--- src/rtl/msx_ce_gen.sv ---
// msx_ce_gen: multi-channel clock-enable generator with per-channel runtime
// divisors, boundary-aligned divisor updates, phase resync and a pause/ack
// handshake that drains every channel to a period boundary before freezing.
//
// state   | meaning
// --------+-------------------------------------------------------------
// RUN     | all channels count and strobe
// DRAIN   | no strobes; each channel stops once its counter reaches 0
// PAUSED  | all counters held at 0, no strobes, pause_ack high
module msx_ce_gen #(
    parameter int NUM_CH = 3,
    parameter int DIV_W  = 4
) (
    input  logic                    clk,
    input  logic                    reset_n,
    input  logic [NUM_CH*DIV_W-1:0] div_i,
    input  logic                    resync_i,
    input  logic                    pause_req,
    output logic                    pause_ack,
    output logic [NUM_CH-1:0]       ce_o
);

    localparam logic [1:0] ST_RUN    = 2'd0;
    localparam logic [1:0] ST_DRAIN  = 2'd1;
    localparam logic [1:0] ST_PAUSED = 2'd2;

    logic [1:0]       state;
    logic [1:0]       state_nxt;
    logic [DIV_W-1:0] cnt [NUM_CH];
    logic [DIV_W-1:0] div_act [NUM_CH];
    logic [NUM_CH-1:0] stopped;
    logic [NUM_CH-1:0] at_zero;
    logic [NUM_CH-1:0] at_end;
    logic [NUM_CH-1:0] stop_now;
    logic              all_stop;

    // Per-channel boundary flags; a channel counts as stopped as soon as it
    // sits at 0 during DRAIN, so PAUSED can be entered on that same edge.
    always_comb begin
        at_zero = '0;
        at_end  = '0;
        for (int k = 0; k < NUM_CH; k++) begin
            at_zero[k] = (cnt[k] == '0);
            at_end[k]  = (cnt[k] == div_act[k]);
        end
        stop_now = stopped | at_zero;
        all_stop = &stop_now;
    end

    // Global pause FSM next-state decode.
    always_comb begin
        state_nxt = state;
        case (state)
            ST_RUN: begin
                if (pause_req) state_nxt = ST_DRAIN;
            end
            ST_DRAIN: begin
                if (!pause_req)   state_nxt = ST_RUN;
                else if (all_stop) state_nxt = ST_PAUSED;
            end
            ST_PAUSED: begin
                if (!pause_req) state_nxt = ST_RUN;
            end
            default: state_nxt = ST_RUN;
        endcase
    end

    // FSM, counters, shadow divisors, stopped flags and registered strobes.
    always_ff @(posedge clk) begin
        if (!reset_n) begin
            state     <= ST_RUN;
            pause_ack <= 1'b0;
            ce_o      <= '0;
            stopped   <= '0;
            for (int k = 0; k < NUM_CH; k++) begin
                cnt[k]     <= '0;
                div_act[k] <= div_i[k*DIV_W +: DIV_W];
            end
        end else begin
            state     <= state_nxt;
            pause_ack <= (state_nxt == ST_PAUSED);

            // Leaving DRAIN/PAUSED releases every channel from 0.
            if (state_nxt == ST_RUN)
                stopped <= '0;
            else if (state == ST_DRAIN)
                stopped <= stop_now;

            for (int k = 0; k < NUM_CH; k++) begin
                if (resync_i) begin
                    cnt[k]     <= '0;
                    div_act[k] <= div_i[k*DIV_W +: DIV_W];
                    ce_o[k]    <= 1'b0;
                end else begin
                    case (state)
                        ST_RUN: begin
                            ce_o[k] <= at_zero[k];
                            if (at_end[k]) begin
                                cnt[k]     <= '0;
                                div_act[k] <= div_i[k*DIV_W +: DIV_W];
                            end else begin
                                cnt[k] <= cnt[k] + DIV_W'(1);
                            end
                        end
                        ST_DRAIN: begin
                            ce_o[k] <= 1'b0;
                            if (stop_now[k]) begin
                                cnt[k] <= '0;
                            end else if (at_end[k]) begin
                                cnt[k]     <= '0;
                                div_act[k] <= div_i[k*DIV_W +: DIV_W];
                            end else begin
                                cnt[k] <= cnt[k] + DIV_W'(1);
                            end
                        end
                        default: begin
                            ce_o[k] <= 1'b0;
                            cnt[k]  <= '0;
                        end
                    endcase
                end
            end
        end
    end

endmodule

--- config.mk ---
export PLATFORM = sky130hd
export DESIGN_NAME = msx_ce_gen
export DESIGN_NICKNAME = d
export VERILOG_FILES = /design/src/rtl/msx_ce_gen.sv
export SDC_FILE = /design/constraint.sdc
export NUM_CORES = 1
export LEC_CHECK = 0
export BUFFER_PORTS_ARGS = -buffer_cell sky130_fd_sc_hd__buf_4
export CORE_MARGIN = 2
export CORE_UTILIZATION = 51
export CTS_CLUSTER_DIAMETER = 60
export DETAILED_ROUTE_END_ITERATION = 10
export PLACE_DENSITY = 0.74
export SYNTH_ARGS = -nofsm -noshare
export SYNTH_HDL_FRONTEND = slang
export SYNTH_SLANG_ARGS = --single-unit
export TNS_END_PERCENT = 5
--- constraint.sdc ---
create_clock -name clk -period 1.6 [get_ports clk]
set_input_delay 0.08 -clock clk [delete_from_list [all_inputs] [get_ports clk]]
set_output_delay 0.08 -clock clk [all_outputs]
set_load 0.05 [all_outputs]
Word level (Yosys, flattened, before mapping)
Memories as Yosys holds them, arrays and structs flattened.
Index checks and enable logic that the tools add are counted.
{"block": "totals", "mem_count": 2, "output_inout_bits": 4, "input_bits": 16, "ram_bits": 24, "regBits": 9}
{"name": "cnt", "words": 3, "width": 4, "rd": 3, "rd_clocked_by_memory_dff": 0, "wr": 3, "line_no": "29", "source": "logic [DIV_W-1:0] cnt [NUM_CH];"}
{"name": "div_act", "words": 3, "width": 4, "rd": 3, "rd_clocked_by_memory_dff": 0, "wr": 3, "line_no": "30", "source": "logic [DIV_W-1:0] div_act [NUM_CH];"}
{"block": "classes", "muxes": 118, "n_bitwise": 33, "reduce_logical": 9, "n_eq_ne": 6, "add_sub_neg": 3}
{"operator": "2-to-1 mux 4 bit", "count": 30}
{"operator": "2-to-1 mux 1 bit", "count": 83}
{"operator": "bitwise OR 1 bit", "count": 30}
{"operator": "adder 4 x 1 -> 4 bit, second input constant", "count": 3}
{"operator": "== test 4 bit", "count": 3}
{"operator": "logical NOT 4 bit", "count": 3}
{"operator": "2-to-1 mux 2 bit", "count": 4}
{"operator": "case mux 2 bit (3 select lines)", "count": 1}
{"operator": "== test 2 bit, second input constant", "count": 2}
{"operator": "logical NOT 2 bit", "count": 2}
{"operator": "OR reduction 2 bit", "count": 2}
{"operator": "bitwise OR 3 bit", "count": 1}
{"operator": "AND reduction 3 bit", "count": 1}
{"operator": "OR reduction 3 bit", "count": 1}
{"operator": "== test 2 x 1 -> 1 bit, second input constant", "count": 1}
{"operator": "inverter 1 bit", "count": 2}

Longest topological paths before layout
{"block": "logic_depth", "ltp_word": 12, "mapped_depth": 5, "depth_no_buf": 5}

Worst setup path after synthesis
Ideal clock, no wire load.
{"block": "synth_path", "path_kind": "reg2reg", "startpoint": "memory cnt[2][0]", "endpoint": "memory div_act[2][0], enable pin", "t_arrival_ns": 1.355, "path_buffers": 0, "stages_incl_launch_ff": 6, "slack_ns": -0.021, "period_less_slack_ns": 1.621, "cell_sequence": "edfxtp_1 inv_1 ha_1 nor3b_2 o21ai_0 a311o_1"}
{"item": "start: declaration", "line_no": "29"}
{"item": "end: declaration", "line_no": "30"}

==> results.md <==
- The layout has 213 filler cells.
- For this run, the total global-route usage over all layers was measured as approximately a fifth.
- In this run the power density over the cells is 812 mW/mm^2.
- The detailed router's first-iteration violation count is 38.
- A synthesized cell averages 13.2 sq um.
- The clock sink count is 33.
- The run finished, with violations left.
- The warning count from the yosys run is 0.
- The register area share after synthesis is 57.4%.
- The routed layout has 1102 vias.
- The data required time at the worst endpoint is 1.67 ns.
- During placement, the flow inserted port buffers numbering 19.
- The worst-path maximum fanout is 4.
- The worst clock skew is 0.0146 ns.
- The element type at the critical path start is a flop.
- Counting flops with a built-in enable in the synthesized netlist gives 24.
- The standby leakage power is 0.829 nW.
- In the synthesized netlist, the cells that appear most often are sky130_fd_sc_hd__edfxtp_1 (24), sky130_fd_sc_hd__xor2_1 (15), sky130_fd_sc_hd__nor3_1 (10), sky130_fd_sc_hd__dfxtp_1 (9), sky130_fd_sc_hd__inv_1 (8).
- The worst setup path is of the reg -> reg kind.
- Setup repair after global routing could not meet its margin everywhere.
- The worst ir drop on vdd is between 0.6 and 0.7 mV.
- Data arrives at the worst endpoint at 1.70 ns.
- In the routed layout, each cell is associated on average with a via count of 5.13.
- In the finished design, the share of the clock period the worst path needs comes to 102%.
- Derived from the worst setup path, the maximum achievable clock frequency is roughly 610 MHz.
- The synthesized design spends more area on one cell type than any other, namely sky130_fd_sc_hd__edfxtp_1.
- The checks that failed: setup timing.
- The worst reg-to-reg setup slack is -0.03 ns.
- The final setup violation count is 12.
- The remaining global-route overflow is 0.
- The clock tree from TritonCTS is built.
- For this run, design rule violations remaining after detail routing come to 0.
- The number of maximum-capacitance violations is 0.
- The top-area cell type share of the netlist area is between 40% and 50%.
- CTS placed an instance of sky130_fd_sc_hd__clkbuf_4 at the clock tree root.
- In this run the horizontal extent of the chip is 59.5 um.
- The maximum number of pins on one net before global-route repair is 11.
- The hold violation count in the final report is 0.
- The later-pin clock latency in the skew report is 0.33 ns.
- For this configuration, the core starts out at a cell density of 52.7%.
- The number of max-slew violations in the final report is 0.
- The post-route minimum period is 1.63 ns.
- In this run the remaining antenna-violating nets after routing total 0.
- Cells fill 69.8% of the core in the end.
- The number of rows in the core area is 20.
- The first-pass GRT wire length is ~4900 um.
- The clock transition at the register clock pins on the worst setup and hold paths after CTS is 0.11 ns.
- The clock passes through at most 2 buffers.
- The last weighted congestion value of the routability-driven placer is 0.765.
- The overall die height is 59.5 um.
- In the final layout, the share of cells above drive strength 1 is 28.0%.
- STA classifies the critical path endpoint as a flop.
- The area of the die is between 0.003 and 0.004 sq mm.
- In the synthesized netlist the dominant register cell turns out to be sky130_fd_sc_hd__edfxtp_1.
- The area of the mapped netlist is 0.00157 sq mm.
- In this run, synthesis produced a sequential element count of 33.
- The total number of H-tree levels is 2.
- The path type of the worst min-delay path is in -> reg.
- The length of the first detailed-routing pass in iterations is 4.
- The area of the core is 0.00298 sq mm.
- The detail-routed net length per standard cell is approximately 13 um.
- Sorting the synthesized cells by area gives the leading types as sky130_fd_sc_hd__edfxtp_1 (46%), sky130_fd_sc_hd__dfxtp_1 (11%), sky130_fd_sc_hd__xor2_1 (8.4%).
- The minimum setup slack in the final design is -0.0322 ns.
- The number of antenna violations at the first check in global routing is 0.
- The wire-length estimate of the detail-placed layout is roughly 2000 um.
- The net count reported at finish is slightly above 200.
- The total CTS buffers is 5.
- The via count of the first global-routing pass is 1134.
- Total power for the finished layout comes to 1.69 mW.
- The cell count after synthesis is approximately 120.
- After detailed placement, the design holds a cell count of ~190.
- The number of antenna diodes in the final layout is 0.
- The most frequently used cell type in the post-synthesis netlist is sky130_fd_sc_hd__edfxtp_1.
- The number of non-filler instances in the completed layout is 215.
- In this run the count of I/O pins placed on the die edge is 20.
- From synthesis to final layout, the design area changed by 32.5%.
- The share of synthesized flip-flops with an asynchronous set or reset is 0%.
- The post-synthesis cell type count is 24.
- The post-detailed-routing wire length is 2890 um.
final timing paths:
path / start / endpoint / cells past startpoint
worst max-delay path: cnt[0][0] / div_act[0][2] / 5
worst min-delay path: pause_req / state[0] / 2
worst max register to register: cnt[0][0] / div_act[0][2] / 5
worst min register to register: stopped[1] / stopped[1] / 2
registers in the layout (all words and copies together) (netlist names):
signal	flops
ce_o	3
cnt	12
div_act	12
pause_ack	1
state	2
stopped	3
layout make-up:
class | instances | area [sq um] | area share [%]
Tap cell | 33 | 41.3 | 1.99
Multi-Input combinational cell | 88 | 687 | 33.0
Sequential cell | 33 | 901 | 43.3
Timing Repair Buffer | 45 | 370 | 17.8
Inverter | 8 | 30.0 | 1.44
Clock buffer | 5 | 37.5 | 1.81
Clock inverter | 3 | 12.5 | 0.602
report_power, final:
group | switching [mW] | total [mW] | internal (mW) | leakage, nW
Combinational | 0.118 | 0.249 | 0.131 | 0.480
Clock | 0.274 | 0.432 | 0.159 | 0.0300
Sequential | 0.0370 | 1.01 | 0.970 | 0.319
Total | 0.429 | 1.69 | 1.26 | 0.829
metrics by stage:
step	hold slack (ns)	setup slack, ns	area [sq um]	TNS [ns]
final	0.0186	-0.0322	2080	-0.172
after global routing	0.00437	-0.116	2080	-1.59
after CTS	0.00470	-0.0121	2050	-0.0485
after floorplan	0.179	-0.0205	1620	-0.140
after global placement	0.259	0.0127	1870	0
after detailed placement	0.260	0.00370	1870	0
critical path, cell delays in order, from the launching register on:
cell and delay (ns):
sky130_fd_sc_hd__edfxtp_1 0.44, sky130_fd_sc_hd__inv_1 0.08, sky130_fd_sc_hd__ha_1 0.14, sky130_fd_sc_hd__nor3b_2 0.21, sky130_fd_sc_hd__o21ai_1 0.09, sky130_fd_sc_hd__a311o_1 0.40
cells by family (layout without fill, tap and decap cells):
family                     count (synthesis)  after routing  share of synthesized area (%)
DFF                                       33             33                           57.4
and+or+nand+nor                           33             33                           14.3
AOI/OAI and AO/OA                         19             19                           11.0
xor gates and xnor gates                  18             18                           10.0
buffers and inverters                      9             61                           2.23
adders and majority gates                  6              6                           4.78
other                                      1             12                          0.239
metal layers:
metal  global-route usage (%)  vias to the layer above  part of all wire, %
li1                         -                      558                    -
met1                     22.1                      514                   44
met2                     30.8                       23                   50
met3                     7.21                        7                  3.9
met4                     10.4                        0                  2.2
met5                        0                        -                    0
placed cells by master, fill, tap and decap left out, types with 4 or more instances in the layout:
cell type / n
sky130_fd_sc_hd__nor3b_2: 6
sky130_fd_sc_hd__buf_4: 32
sky130_fd_sc_hd__dfxtp_1: 9
sky130_fd_sc_hd__edfxtp_1: 24
sky130_fd_sc_hd__conb_1: 12
sky130_fd_sc_hd__clkbuf_4: 5
sky130_fd_sc_hd__xor2_1: 15
sky130_fd_sc_hd__nor3_1: 10
sky130_fd_sc_hd__dlygate4sd3_1: 13
sky130_fd_sc_hd__ha_1: 6
sky130_fd_sc_hd__nand3_1: 4
sky130_fd_sc_hd__inv_1: 8
sky130_fd_sc_hd__nor2_1: 4
timing repair:
| action | in CTS | in global routing |
|---|---|---|
| setup buffers | 1 | 2 |
| hold endpoints to repair | 12 | 1 |
| setup endpoints to repair | 12 | 24 |
| hold buffers | 12 | 1 |
| pin swaps | 3 | 3 |
| resized for setup | 1 | 4 |
Power figures use the tool's default switching activity.
